===== src/rtl/mprj_tie_pkg.sv =====
// Shared types and constants for the tie-high bank monitor.
package mprj_tie_pkg;

  // Scan sequencer states.
  typedef enum logic [1:0] {
    IDLE = 2'd0,
    SCAN = 2'd1,
    DONE = 2'd2
  } tie_state_t;

  // Default number of lines examined per scan cycle.
  localparam int DEF_CHUNK = 32;

  // Number of scan cycles needed to cover the whole bank (rounded up).
  function automatic int calc_nchunk(input int width, input int chunk);
    return (width + chunk - 1) / chunk;
  endfunction

endpackage


===== src/rtl/mprj_tie_chunk_chk.sv =====
// Combinational checker for one chunk of tie-high lines: counts the low
// lines that are inside the valid mask and finds the lowest such line.
module mprj_tie_chunk_chk import mprj_tie_pkg::*; #(
  parameter int CHUNK = DEF_CHUNK,
  localparam int ZCW  = $clog2(CHUNK + 1),
  localparam int POSW = (CHUNK > 1) ? $clog2(CHUNK) : 1
) (
  input  logic [CHUNK-1:0] bits,
  input  logic [CHUNK-1:0] valid,
  output logic [ZCW-1:0]   zero_cnt,
  output logic [POSW-1:0]  low_pos,
  output logic             any_zero
);

  logic [CHUNK-1:0] zeros_s;

  // Popcount of masked zeros; walk high-to-low so the last hit is the lowest.
  always_comb begin
    zeros_s  = ~bits & valid;
    zero_cnt = '0;
    low_pos  = '0;
    for (int i = CHUNK - 1; i >= 0; i--) begin
      zero_cnt = zero_cnt + ZCW'(zeros_s[i]);
      low_pos  = zeros_s[i] ? POSW'(i) : low_pos;
    end
    any_zero = |zeros_s;
  end

endmodule


===== src/rtl/mprj_tie_monitor.sv =====
// Tie-high bank monitor: scans hi_i one chunk per clock, counts low lines,
// records the lowest failing index and raises a sticky alarm.
// Build option: define MPRJ_TIE_MON_CONT_EN for continuous back-to-back
// scanning; otherwise each scan needs its own start_i.
module mprj_tie_monitor import mprj_tie_pkg::*; #(
  parameter int WIDTH = 463,
  parameter int CHUNK = DEF_CHUNK
) (
  input  logic                       wb_clk_i,
  input  logic                       wb_rst_i,
  input  logic [WIDTH-1:0]           hi_i,
  input  logic                       start_i,
  input  logic                       clr_i,
  output logic                       busy_o,
  output logic                       done_o,
  output logic                       fault_o,
  output logic [$clog2(WIDTH+1)-1:0] fault_cnt_o,
  output logic [$clog2(WIDTH)-1:0]   first_idx_o
);

  localparam int NCHUNK = calc_nchunk(WIDTH, CHUNK);
  localparam int PADW   = NCHUNK * CHUNK;
  localparam int PTRW   = (NCHUNK > 1) ? $clog2(NCHUNK) : 1;
  localparam int CNTW   = $clog2(WIDTH + 1);
  localparam int IDXW   = $clog2(WIDTH);
  localparam int ZCW    = $clog2(CHUNK + 1);
  localparam int POSW   = (CHUNK > 1) ? $clog2(CHUNK) : 1;

  tie_state_t        state_r;
  tie_state_t        state_nxt_s;
  logic [PTRW-1:0]   ptr_r;
  logic [PADW-1:0]   padded_s;
  logic [CHUNK-1:0]  chunk_s;
  logic [CHUNK-1:0]  valid_s;
  logic [ZCW-1:0]    zero_cnt_s;
  logic [POSW-1:0]   low_pos_s;
  logic              any_zero_s;
  logic [IDXW-1:0]   idx_cand_s;
  logic              last_chunk_s;
  logic              restart_s;
  logic              scanning_s;

  // Pad the bank to whole chunks with ones and select the current chunk.
  always_comb begin
    padded_s            = '1;
    padded_s[WIDTH-1:0] = hi_i;
    chunk_s             = padded_s[int'(ptr_r) * CHUNK +: CHUNK];
    valid_s             = '0;
    for (int j = 0; j < CHUNK; j++) begin
      valid_s[j] = ((int'(ptr_r) * CHUNK + j) < WIDTH);
    end
  end

  mprj_tie_chunk_chk #(
    .CHUNK (CHUNK)
  ) u_chunk_chk (
    .bits     (chunk_s),
    .valid    (valid_s),
    .zero_cnt (zero_cnt_s),
    .low_pos  (low_pos_s),
    .any_zero (any_zero_s)
  );

  // Scan control decodes and absolute index of the lowest zero in this chunk.
  always_comb begin
    last_chunk_s = (ptr_r == PTRW'(NCHUNK - 1));
    scanning_s   = (state_r == SCAN);
    idx_cand_s   = IDXW'(ptr_r) * IDXW'(CHUNK) + IDXW'(low_pos_s);
`ifdef MPRJ_TIE_MON_CONT_EN
    restart_s    = ((state_r == IDLE) && start_i) || (state_r == DONE);
`else
    restart_s    = (state_r == IDLE) && start_i;
`endif
  end

  // Next-state logic for the scan sequencer.
  always_comb begin
    state_nxt_s = state_r;
    case (state_r)
      IDLE: begin
        if (start_i) begin
          state_nxt_s = SCAN;
        end else begin
          state_nxt_s = IDLE;
        end
      end
      SCAN: begin
        if (last_chunk_s) begin
          state_nxt_s = DONE;
        end else begin
          state_nxt_s = SCAN;
        end
      end
`ifdef MPRJ_TIE_MON_CONT_EN
      DONE:    state_nxt_s = SCAN;
`else
      DONE:    state_nxt_s = IDLE;
`endif
      default: state_nxt_s = IDLE;
    endcase
  end

  // State register, registered status outputs, accumulators and sticky alarm.
  always_ff @(posedge wb_clk_i) begin
    if (wb_rst_i) begin
      state_r     <= IDLE;
      busy_o      <= 1'b0;
      done_o      <= 1'b0;
      fault_o     <= 1'b0;
      fault_cnt_o <= '0;
      first_idx_o <= '0;
      ptr_r       <= '0;
    end else begin
      state_r <= state_nxt_s;
      busy_o  <= (state_nxt_s == SCAN);
      done_o  <= (state_nxt_s == DONE);

      if (restart_s) begin
        fault_cnt_o <= '0;
        first_idx_o <= '0;
        ptr_r       <= '0;
      end else if (scanning_s) begin
        fault_cnt_o <= fault_cnt_o + CNTW'(zero_cnt_s);
        if ((fault_cnt_o == CNTW'(0)) && any_zero_s) begin
          first_idx_o <= idx_cand_s;
        end
        if (!last_chunk_s) begin
          ptr_r <= ptr_r + PTRW'(1);
        end
      end

      // A detected zero takes priority over a same-cycle clear.
      if (scanning_s && any_zero_s) begin
        fault_o <= 1'b1;
      end else if (clr_i) begin
        fault_o <= 1'b0;
      end
    end
  end

endmodule


===== config.mk =====
export PLATFORM = sky130hd
export DESIGN_NAME = mprj_tie_monitor
export DESIGN_NICKNAME = d
export VERILOG_FILES = /design/src/rtl/mprj_tie_pkg.sv /design/src/rtl/mprj_tie_chunk_chk.sv /design/src/rtl/mprj_tie_monitor.sv
export SDC_FILE = /design/constraint.sdc
export NUM_CORES = 1
export LEC_CHECK = 0
export BUFFER_PORTS_ARGS = -buffer_cell sky130_fd_sc_hd__buf_2
export CAP_MARGIN = 20
export CORE_AREA = 4 4 188 190
export CTS_BUF_LIST = sky130_fd_sc_hd__clkbuf_8
export DETAILED_ROUTE_END_ITERATION = 6
export DIE_AREA = 0 0 192 194
export PLACE_DENSITY = 0.52
export SYNTH_ARGS = -nofsm -noshare
export SYNTH_HDL_FRONTEND = slang
export SYNTH_HIERARCHICAL = 1
export SYNTH_SLANG_ARGS = --single-unit

===== constraint.sdc =====
create_clock -name wb_clk_i -period 8.32 [get_ports wb_clk_i]
set_input_delay 0.832 -clock wb_clk_i [delete_from_list [all_inputs] [get_ports wb_clk_i]]
set_output_delay 0.832 -clock wb_clk_i [all_outputs]
set_load 0.02 [all_outputs]

==> results.md <==
- worst hold path type: reg2reg
- Max Cap Violations: 0
- number of antenna violations at the first check in global routing: 21
- most used flip-flop cell after synthesis: dfxtp_1
- Synth Area in Adders: 10.59%
- Boundary Pins: 488
- RePlAce Congestion: 0.9310
- CTS max path bufs: 2
- hold-fix buffers at CTS: 0
- die outline area: 37,250 µm²
- startpoint kind of the worst setup timing path: flip-flop
- fraction of the mapped netlist area in compound gates: 19.55%
- share of synthesized registers carrying an async set or reset: 0%
- crit-path most repeated cell: fa_1
- GR Layer Usage met1: 22.18%
- critical-path cell with the highest stage delay: dfxtp_4
- Syn Std Cell Area: 6546 µm²
- port buffer count: 487
- share of the clock period used by the worst path after layout: 93.07%
- post-DR wirelength/cell: 23.20 µm
- Via density: 4.928
- final core utilization: 28.26%
- TritonCTS clock tree: yes
- Worst Clk Skew: 0.003067 ns
- Worst Setup End Kind: flip-flop
- num rows: 67
- FF-to-FF Start: ptr_r[0]
- TritonCTS sink count: 27
- setup repair bufs after CTS: 0
- Worst Slack Setup Final: 0.5767 ns
- number of synthesized flops with an enable pin: 0
- XOR/XNOR Fraction of Synth Area: 1.070%
- peak per-stage delay on the critical path: 0.57 ns
- clock-pin slew reported for the worst setup and hold paths after clock tree synthesis: 0.11 ns
- post-synthesis area per instance: 9.379 µm²
- highest net fanout along the worst path: 19
- global routing met2 resource utilization: 33.27%
- Clk Latency, worst-skew pair: 0.29 ns
- max_slew headroom: 45.57%
- outcome: finished clean
- Hold Violations, Final: 0
- total CTS buffers: 3
- Yosys warning total: 6
- DRC Markers: 0
- initial core utilization: 19.57%
- Worst Reg-to-Reg Cells: 29
- buffer type at the clock tree root: clkbuf_8
- sequential-to-total area share from yosys stat: 8.257%
- estimated wirelength of the detail-placed design: 33,290 µm
- Max Clock Freq: 0.1291 GHz
- P&R area growth vs syn: 44.38%
- Final Max Tran Viols: 0
- Syn Inst Count: 698
- RSZ-0062 raised after global routing: false
- worst reg2reg path endpoint: fault_cnt_o[8]
- first-pass detailed-route iteration total: 5
- via count of the first global-routing pass: 8,171
- GRT Total Usage: 18.69%
- number of violations reported at the end of detailed-routing iteration 0: 444
- ANT nets after route: 0
- Post-Synth Simple-Gate Area: 17.13%
- final total negative setup slack: 0 ns
- start point of the worst min-delay path: fault_o
- Synthesized Nets: 1,206
- post-layout minimum cycle time: 7.743 ns
- final instance count without filler cells: 1,609
- Yosys reg bits: 27
- first-pass GRT wire length: 52,130 µm
- wire length reported by the detailed router: 37,330 µm
- met3 usage: 3.241%
- height of the die: 194 µm
- worst slack at placement: 0.4351 ns
- Hold Path Cell Cnt: 2
- Placeable Area: 33,450 µm²
- width of the die: 192 µm
- Critical Path AT: 7.97 ns
- number of unique standard cell types used by synthesis: 57
- Placed Cells incl. Taps: 1,597
- Final Total Pwr: 0.002598 W
- share of layout cells above drive strength 1: 52.04%
- grt total ovfl: 0
- setup slack of the most critical reg-to-reg path: 0.58 ns
- total number of nets in the final design: 1,662
- number of failing setup endpoints in the final timing report: 0
- Pwr Density: 274.9 nW/µm²
- portion of netlist area occupied by mux cells: 35.82%
- hold path endpoint: fault_o
- Setup Crit Path Kind: reg2reg
- vias after detailed routing: 7,929
- WP data required: 8.54 ns
- Worst Max-Slew Pin Slew: 0.8147 ns
- Static Leak: 4.197 nW
- Gates resized, CTS repair: 0
- Clock H-tree levels: 1
- worst-case vdd ir drop: 0.3776 mV
- global routing's busiest layer: met2
- largest net degree at the start of global routing: 52
- combinational family with the most area after synthesis: multiplexers
layout by cell type, fill, tap and decap left out, types with 24 or more instances in the layout:
| master | instances |
|---|---|
| mux2i_1 | 88 |
| a21oi_1 | 47 |
| nor2b_1 | 39 |
| fa_1 | 24 |
| mux4_2 | 58 |
| nand2_1 | 46 |
| buf_2 | 487 |
| nor2_1 | 51 |
| o221ai_1 | 32 |
| dfxtp_1 | 24 |
layout make-up:
cell class / instances / area [µm²]
antenna: 8 / 20.02
clock buffer: 3 / 41.29
clock inverter: 1 / 6.256
fill: 3620 / 24000
inverter: 24 / 90.09
multi-input combinational: 588 / 5524
sequential: 27 / 549.3
tap: 448 / 560.5
timing repair buffer: 510 / 2660
routing by layer:
metal  part of all wire (%)  vias up  wire length [µm]
met5                   0.17        -                64
met4                    3.9        8              1456
met3                    8.2       65              3076
met2                     50      427             18560
met1                     38     3773             14160
li1                       -     3656                 -
Yosys cell counts (21+ instances only):
cell type	count	share of area, %
mux2i_1	88	13
mux4_2	58	20
nor2_1	52	3.0
a21oi_1	47	3.6
nand2_1	46	2.6
nor2b_1	42	4.0
o221ai_1	32	4.3
dfxtp_1	27	8.3
fa_1	24	7.3
inv_1	23	1.3
nand3_1	23	1.8
a221oi_1	21	2.8
where the power goes:
| group | total, W | leakage, nW | internal [W] | switching (W) |
|---|---|---|---|---|
| Combinational | 0.00236 | 3.95 | 0.00111 | 0.00125 |
| Sequential | 0.000149 | 0.221 | 0.000138 | 0.0000112 |
| Clock | 0.0000854 | 0.0261 | 0.0000346 | 0.0000508 |
worst max-delay path by stage:
stage / start / to / slack (ns) / cells after the start
after floorplan: hi_i[353] / fault_cnt_o[8] / 1.21 / 25
after CTS: ptr_r[0] / fault_cnt_o[8] / 0.41 / 29
after detailed placement: ptr_r[0] / fault_cnt_o[8] / 0.44 / 29
final: ptr_r[0] / fault_cnt_o[8] / 0.58 / 29
after global routing: ptr_r[0] / fault_cnt_o[8] / 0.05 / 27
after global placement: ptr_r[0] / fault_cnt_o[8] / 0.57 / 29
through the flow:
stage,area (µm²),hold slack (ns)
detailed placement,9376,0.4800
CTS,9424,0.5099
global placement,9376,0.4648
global route,9447,0.5470
floorplan,6546,0.5433
finish,9452,0.5021
cell families (layout without fill, tap and decap cells):
family | Yosys count | after routing
compound gates | 171 | 171
xor+xnor | 8 | 8
simple gates | 216 | 216
other cells | 0 | 8
mux | 152 | 152
fa+ha+maj | 41 | 41
flops | 27 | 27
buf+inv | 83 | 538
critical path, delay by kind of cell (launching register included):
kind | cells | cell delay, ns
compound gates | 7 | 0.92
xor+xnor | 1 | 0.13
fa+ha+maj | 9 | 3.82
buf+inv | 8 | 1.00
flops | 1 | 0.57
mux | 1 | 0.28
simple gates | 3 | 0.94
sequential cells by signal, indices dropped and copies added, names as in the netlist:
| signal | cells |
|---|---|
| busy_o | 1 |
| ptr_r | 4 |
| fault_cnt_o | 9 |
| state_r | 2 |
| first_idx_o | 9 |
| done_o | 1 |
| fault_o | 1 |
No activity file was read; power rests on OpenSTA's default activity.
